### config.mk
export PLATFORM = sky130hd
export DESIGN_NAME = sram_ctrl
export DESIGN_NICKNAME = d
export VERILOG_FILES = /design/src/rtl/mem_pkg.sv /design/src/rtl/wait_counter.sv /design/src/rtl/sram_ctrl.sv
export SDC_FILE = /design/constraint.sdc
export NUM_CORES = 1
export LEC_CHECK = 0
export ABC_AREA = 0
export CORE_MARGIN = 2
export CORE_UTILIZATION = 28
export DETAILED_ROUTE_END_ITERATION = 6
export PLACE_DENSITY_LB_ADDON = 0.25
export SLEW_MARGIN = 0
export SYNTH_ARGS = -nofsm -noshare
export SYNTH_HDL_FRONTEND = slang
export SYNTH_SLANG_ARGS = --single-unit
### constraint.sdc
create_clock -name clk -period 1.8 [get_ports clk]
set_input_delay 0.36 -clock clk [delete_from_list [all_inputs] [get_ports clk]]
set_output_delay 0.36 -clock clk [all_outputs]
set_load 0.02 [all_outputs]
### src/rtl/mem_pkg.sv
// ============================================================================
// Module : mem_pkg
// Brief  : Shared types and constants for the memory-stage SRAM controller.
// Rev    : 1.0  initial release
// ============================================================================
`default_nettype none

package mem_pkg;

    typedef enum logic [1:0] {
        IDLE = 2'd0,
        LOW  = 2'd1,
        HIGH = 2'd2,
        DONE = 2'd3
    } state_t;

    localparam int C_ADDR_BASE = 1024;
    localparam int C_SRAM_DW   = 16;
    localparam int C_SRAM_AW   = 18;

endpackage

`default_nettype wire

### src/rtl/wait_counter.sv
// ============================================================================
// Module : wait_counter
// Brief  : 4-bit up-counter with clear; o_last flags count == WAIT_CYCLES.
// Rev    : 1.0  initial release
// ============================================================================
`default_nettype none

module wait_counter #(
    parameter int WAIT_CYCLES = 1
) (
    input  logic clk,
    input  logic rst,
    input  logic i_clr,
    input  logic i_en,
    output logic o_last
);

    localparam logic [3:0] C_LAST = 4'(WAIT_CYCLES);

    logic [3:0] r_cnt;

    always_ff @(posedge clk) begin
        if (rst || i_clr) begin
            r_cnt <= 4'd0;
        end else if (i_en) begin
            r_cnt <= r_cnt + 4'd1;
        end
    end

    assign o_last = (r_cnt == C_LAST);

endmodule

`default_nettype wire

### src/rtl/sram_ctrl.sv
// ============================================================================
// Module : sram_ctrl
// Brief  : Splits each 32-bit load/store into two 16-bit SRAM accesses and
//          stalls the pipeline (ready low) until the access completes.
// Rev    : 1.0  initial release
// ============================================================================
`default_nettype none

module sram_ctrl
    import mem_pkg::*;
#(
    parameter int WAIT_CYCLES = 1,
    parameter int ADDR_BASE   = C_ADDR_BASE,
    parameter int SRAM_AW     = C_SRAM_AW
) (
    input  logic                 clk,
    input  logic                 rst,
    input  logic                 mem_r_en,
    input  logic                 mem_w_en,
    input  logic [31:0]          addr,
    input  logic [31:0]          wr_data,
    output logic [31:0]          rd_data,
    output logic                 ready,
    output logic [SRAM_AW-1:0]   sram_addr,
    output logic [C_SRAM_DW-1:0] sram_dq_out,
    input  logic [C_SRAM_DW-1:0] sram_dq_in,
    output logic                 sram_dq_oe,
    output logic                 sram_we_n
);

    state_t             r_state;
    state_t             w_next;
    logic [SRAM_AW-2:0] r_word;
    logic [31:0]        r_wdata;
    logic               r_write;
    logic [15:0]        r_rd_lo;
    logic [31:0]        r_rd_data;

    logic               w_req;
    logic               w_last;
    logic               w_clr;
    logic               w_cnt_en;
    logic [31:0]        w_offset;
    logic [SRAM_AW-2:0] w_word;
    logic               w_unused;

    assign w_req    = mem_r_en | mem_w_en;
    assign w_offset = addr - 32'(ADDR_BASE);
    // Byte-in-word bits are dropped and out-of-range offsets wrap modulo SRAM size.
    assign w_word   = w_offset[SRAM_AW:2];
    assign w_unused = ^{w_offset[31:SRAM_AW+1], w_offset[1:0]};

    always_comb begin
        w_next = r_state;
        case (r_state)
            IDLE:    if (w_req)  w_next = LOW;
            LOW:     if (w_last) w_next = HIGH;
            HIGH:    if (w_last) w_next = DONE;
            DONE:    w_next = IDLE;
            default: w_next = IDLE;
        endcase
    end

    assign w_clr    = (w_next != r_state);
    assign w_cnt_en = (r_state == LOW) || (r_state == HIGH);

    wait_counter #(
        .WAIT_CYCLES (WAIT_CYCLES)
    ) u_wait_counter (
        .clk    (clk),
        .rst    (rst),
        .i_clr  (w_clr),
        .i_en   (w_cnt_en),
        .o_last (w_last)
    );

    always_ff @(posedge clk) begin
        if (rst) begin
            r_state   <= IDLE;
            r_word    <= '0;
            r_wdata   <= 32'd0;
            r_write   <= 1'b0;
            r_rd_lo   <= 16'd0;
            r_rd_data <= 32'd0;
        end else begin
            r_state <= w_next;
            if (r_state == IDLE && w_req) begin
                r_word  <= w_word;
                r_wdata <= wr_data;
                r_write <= mem_w_en;
            end
            // Read halves are sampled on the final cycle of each phase.
            if (!r_write && w_last) begin
                if (r_state == LOW) begin
                    r_rd_lo <= sram_dq_in;
                end else if (r_state == HIGH) begin
                    r_rd_data <= {sram_dq_in, r_rd_lo};
                end
            end
        end
    end

    always_comb begin
        sram_addr   = '0;
        sram_dq_out = '0;
        sram_dq_oe  = 1'b0;
        sram_we_n   = 1'b1;
        case (r_state)
            LOW: begin
                sram_addr = {r_word, 1'b0};
                if (r_write) begin
                    sram_dq_out = r_wdata[15:0];
                    sram_dq_oe  = 1'b1;
                    sram_we_n   = 1'b0;
                end
            end
            HIGH: begin
                sram_addr = {r_word, 1'b1};
                if (r_write) begin
                    sram_dq_out = r_wdata[31:16];
                    sram_dq_oe  = 1'b1;
                    sram_we_n   = 1'b0;
                end
            end
            default: ;
        endcase
    end

    assign ready   = ((r_state == IDLE) && !w_req) || (r_state == DONE);
    assign rd_data = r_rd_data;

endmodule

`default_nettype wire

# ---- After elaboration in Yosys (flattened, before gate mapping)
# Index checks and enable logic that the tools add are counted.
dict set report op_classes {
  n_eq_ne 5
  bitwise_logic 2
  muxes 12
  add_sub_neg 2
  reduce_logical 12
}
# operator n
set op_table {}
lappend op_table {{one-hot mux 18 bit (2 select lines)} 1}
lappend op_table {{two-way mux 16 bit} 2}
lappend op_table {{one-hot mux 16 bit (2 select lines)} 1}
lappend op_table {{subtractor 19 x 11 -> 19 bit (second input constant)} 1}
lappend op_table {{one-hot mux 2 bit (4 select lines)} 1}
lappend op_table {{two-way mux 2 bit} 3}
lappend op_table {{adder 4 x 1 -> 4 bit (second input constant)} 1}
lappend op_table {{== test 2 bit (second input constant)} 2}
lappend op_table {{== test 4 x 1 -> 1 bit (second input constant)} 1}
lappend op_table {{two-way mux 1 bit} 4}
lappend op_table {{logical AND 1 bit} 3}
lappend op_table {{logical OR 1 bit} 3}
lappend op_table {{AND reduction 3 bit} 1}
lappend op_table {{== test 2 x 1 -> 1 bit (second input constant)} 1}
lappend op_table {{logical NOT 1 bit} 2}
lappend op_table {{logical NOT 2 bit} 1}
lappend op_table {{!= test 2 bit} 1}
lappend op_table {{AND reduction 2 bit} 1}
lappend op_table {{OR reduction 2 bit} 1}
lappend op_table {{inverter 1 bit} 1}
lappend op_table {{bitwise OR 1 bit} 1}
dict set report word_totals {
  inputBits 84
  ff_bits 104
  wordCells 40
}

# ---- Depth between registers and ports, before layout
dict set report logic_depth {
  depth_word 5
  mapped_depth 7
}

# ---- By module
# Synthesis repeated with hierarchy kept, for this count alone.
dict set report hier_totals {
  hier_cells 547
  hier_area_um2 4244.1
}
# module area_each_um2 cells_per_inst seq_area_each_um2 n_inst
set modules_own_cells {}
lappend modules_own_cells {sram_ctrl 4045.1 527 2001.9 1}
lappend modules_own_cells {wait_counter 198.9 20 80.1 1}

# ---- Worst setup path after synthesis
# Ideal clock, no wire load.
dict set report synth_timing {
  path_kind {flip-flop to output port}
  start {reg r_state[0]}
  end {out sram_dq_out[10]}
  slack_ns -0.422
  arrival_time_ns 1.862
  stages_incl_launch_ff 7
  required_time_ns 1.440
  path_buffers 2
  path_cell_list {dfxtp_1 > inv_1 > ha_1 > clkbuf_1 > nand2_1 > clkbuf_1 > nor2_1}
}
dict set report synth_via {
  elab_chain_cells 2
  word_cells_on_any_way 3
}
# item line
set synth_rtl {}
lappend synth_rtl {{from (decl)} sram_ctrl.sv:31} ;# state_t r_state;
lappend synth_rtl {{from (signal assigned)} sram_ctrl.sv:86} ;# r_state <= w_next;
lappend synth_rtl {{== test 2 bit / == test 2 x 1 -> 1 bit (equally long branches)} sram_ctrl.sv:108} ;# case (r_state)
lappend synth_rtl {{one-hot mux 16 bit (2 select lines) (*)} sram_ctrl.sv:108}
lappend synth_rtl {{to (decl)} sram_ctrl.sv:25} ;# output logic [C_SRAM_DW-1:0] sram_dq_out,
# Mark *: on every way between the ends. The rest lies on a longest branch, timed or not.

# ---- Worst setup path after layout
dict set report layout_timing {
  start {reg r_state[1]}
  end {out sram_addr[17]}
}
dict set report layout_via {
  elab_chain_cells 2
  word_cells_on_any_way 3
}
# item line
set layout_rtl {}
lappend layout_rtl {{== test 2 bit / == test 2 x 1 -> 1 bit (equally long branches)} sram_ctrl.sv:108}
lappend layout_rtl {{one-hot mux 18 bit (2 select lines) (*)} sram_ctrl.sv:108}
lappend layout_rtl {{to (decl)} sram_ctrl.sv:24} ;# output logic [SRAM_AW-1:0] sram_addr,
# Marks and branches as above.

==> flow_summary.json <==
{
  "status": "complete, but fails checks",
  "violations": "setup timing",
  "cp.arrival_ns": 1.60,
  "gp_congestion": 0.763,
  "power.leakage_uw": 0.00284,
  "postSynthNetCount": 605,
  "dr.pass1.iters": 5,
  "multi_input_area_um2": 2560,
  "layout_min_cycle_time_ns": 1.96,
  "cts.htree.levels": 3,
  "grt_pass1_wl_mm": 20.2,
  "cts_tree": "yes",
  "syn_to_final_growth_pct": 56.5,
  "layout.cells.non_filler": 889,
  "antenna_left": 0,
  "r2r_cells": 8,
  "drt-wirelength-per-cell_um": 13.9,
  "ios": 153,
  "overflow": 0,
  "cts_buffer_depth": 2,
  "wirelength_mm": 12.3,
  "crit_path_max_incr_delay_ns": 0.33,
  "holdWs_ns": 0.458,
  "post-place-cells": 865,
  "maxSlewViolCount": 0,
  "cpLargestDelayFamily": "buffers and inverters",
  "slew_headroom_pct": 71.9,
  "cp_max_fo": 8,
  "numPortBuffers": 137,
  "dp_hpwl_mm": 8.13,
  "synth-edff-count": 0,
  "ys_warn_count": 0,
  "yosysTopAreaCell": "dfxtp_1",
  "clkTransAtPathRegs_ns": 0.07,
  "yosysSeqAreaShare_pct": 45.5,
  "synth_top_area_share_pct": 45.5,
  "num_antenna_cells": 0,
  "clock_skew_ns": 0.00620,
  "path_cells": "buf_6 -> ha_4 -> o21a_4 -> buf_6 -> and2_4 -> buf_6",
  "worst-path-stages": 6,
  "synth_cell_type_count": 40,
  "rows": 46,
  "fin_crit_sh_pct": 109,
  "worstSkewPairLatency_ns": 0.34,
  "pre_cts_ws_ns": -0.403,
  "synth_area_leaders": "dfxtp_1, mux2i_1, nand2b_1, nand2_1, a21oi_1",
  "slowest_stage": "dfxtp_2",
  "core_um2": 15900,
  "grt_usage_pct": 14.2,
  "worstPathRequired_ns": 1.44,
  "setup_viol": 35,
  "whs_path_depth": 2,
  "path_common_cell": "buf_6",
  "syn_avg_cell_area_um2": 8.93,
  "cts_hold_buf": 0,
  "antenna_found_initial": 0,
  "numClockSinks": 104,
  "power_uw": 5580,
  "crit_type": "reg -> out",
  "vias_per_cell": 4.56,
  "grt_max_degree": 79,
  "layout.nets": 761,
  "die-area_um2": 17400,
  "drc": 0,
  "initial_core_util_pct": 28.7,
  "path_buf_inv": 3,
  "worst_pin_slew_ns": 0.417,
  "ys_seq_elements": 104,
  "worst_slack_ns": -0.155,
  "max_freq_mhz": 511,
  "cts_root_buf": "clkbuf_16",
  "finalHoldViolCount": 0,
  "p_per_area_nw_per_um2": 780,
  "hold_class": "reg -> reg",
  "syn_inst": 512,
  "routed-via-count": 4053,
  "fin_util_pct": 44.9,
  "cp-start-kind": "flop",
  "synth_flop_cell": "dfxtp_1",
  "irDropWorstVdd_v": 0.000471,
  "max_cap_viol_count": 0,
  "drive_gt1_share_pct": 23.9,
  "grt_pass1_vias": 4005,
  "n_fill_cell": 1571,
  "seqCellArea_um2": 2090,
  "cp-end-kind": "output pin",
  "netlist_area_um2": 4570,
  "rsz0062_at_grt": "true",
  "first_iter_violations": 180,
  "async_flop_share_pct": 0,
  "fp.dieH_um": 132,
  "r2r_setup_slack_ns": 0.02,
  "yosysMostFrequentCell": "dfxtp_1",
  "numCtsBuffers": 9,
  "synthTopCellsByCount": "dfxtp_1, nand2_1, nand2b_1, mux2i_1, a21oi_1",
  "die_w_um": 132
}
[metal layers]
layer / global-route usage [%] / routed length, µm / vias to the layer above
li1: - / - / 2044
met1: 18.0 / 5610 / 1881
met2: 23.2 / 5750 / 117
met3: 4.19 / 853 / 11
met4: 4.65 / 130 / 0
met5: 0 / 0 / -
[placed cells by master (no fill, tap or decap), types with 2 or more instances in the layout]
cell	synthesis	routed
a22oi_2	0	12
dfxtp_2	0	3
inv_2	0	2
inv_6	0	2
clkdlybuf4s50_1	0	99
inv_1	7	4
buf_12	3	8
ha_4	0	4
clkinv_4	0	2
buf_16	0	3
and2_4	0	16
nor4_1	9	9
xnor2_1	3	3
o21ai_0	4	4
buf_6	1	38
clkbuf_16	0	9
ha_1	9	4
a21oi_1	42	42
nor4b_1	2	2
nand2b_1	65	65
buf_4	2	32
nor2_1	27	14
a211oi_1	7	7
nand2_1	86	85
xor2_1	2	2
dfxtp_1	104	100
a311oi_1	2	2
a22oi_1	16	4
mux2i_1	48	48
nor3b_1	4	2
clkbuf_8	0	2
and4_1	3	3
nor2_4	0	12
[area by class of cell]
class | count | share of cell area (%)
inverter | 7 | 0.437
clock inverter | 5 | 0.542
multi-input combinational | 365 | 35.9
timing repair buffer | 181 | 26.7
sequential | 104 | 29.2
clock buffer | 11 | 3.53
tap | 216 | 3.78
[worst register-to-register path, stage by stage, from the launching register on]
cell and delay [ns]:
dfxtp_2 0.32, inv_2 0.06, ha_4 0.12, or3b_4 0.38
buf_6 0.14, nor3b_4 0.21, buf_4 0.15, buf_12 0.13
mux2i_1 0.20
[final timing paths]
check,from,endpoint
max,r_state[1],sram_addr[17]
max reg2reg,u_wait_counter.r_cnt[1],r_rd_lo[9]
min,r_wdata[31],r_wdata[31]
min reg2reg,r_wdata[31],r_wdata[31]
[registers in the layout (all words and copies together), names as in the netlist]
signal / count
u_wait_counter.r_cnt: 4
r_wdata: 32
r_write: 1
r_state: 2
rd_data: 32
r_rd_lo: 16
r_word: 17
[report_power, final]
group	switching, µW	total, µW	internal (µW)
registers	88.1	2530	2440
logic	562	1150	590
clock network	878	1900	1020
[cell families (layout without fill, tap and decap cells)]
logic type,after synthesis,after routing,synth area share (%)
flip-flops,104,104,45.5
adder cells (fa/ha/maj),9,9,2.46
AND/OR/NAND/NOR,220,220,24.4
AO/OA/AOI/OAI,83,83,11.2
XOR/XNOR,5,5,0.958
buffers and inverters,43,204,4.95
multiplexers,48,48,10.5
[metrics by stage]
stage                     cell area (µm²)  setup TNS [ns]
after floorplan                      4680          -0.167
after global placement               6480          -12.77
after detailed placement             6480          -16.98
after CTS                            7070           -5.80
after global routing                 7150           -6.53
final                                7150           -4.31
[repair_timing]
action / in CTS / in global routing
endpoints found under the setup margin: 76 / 59
pin swaps: 15 / 6
resized for setup: 264 / 19
buffers inserted: 2 / 3
gates cloned: 3 / 0
Power figures use the tool's default switching activity.
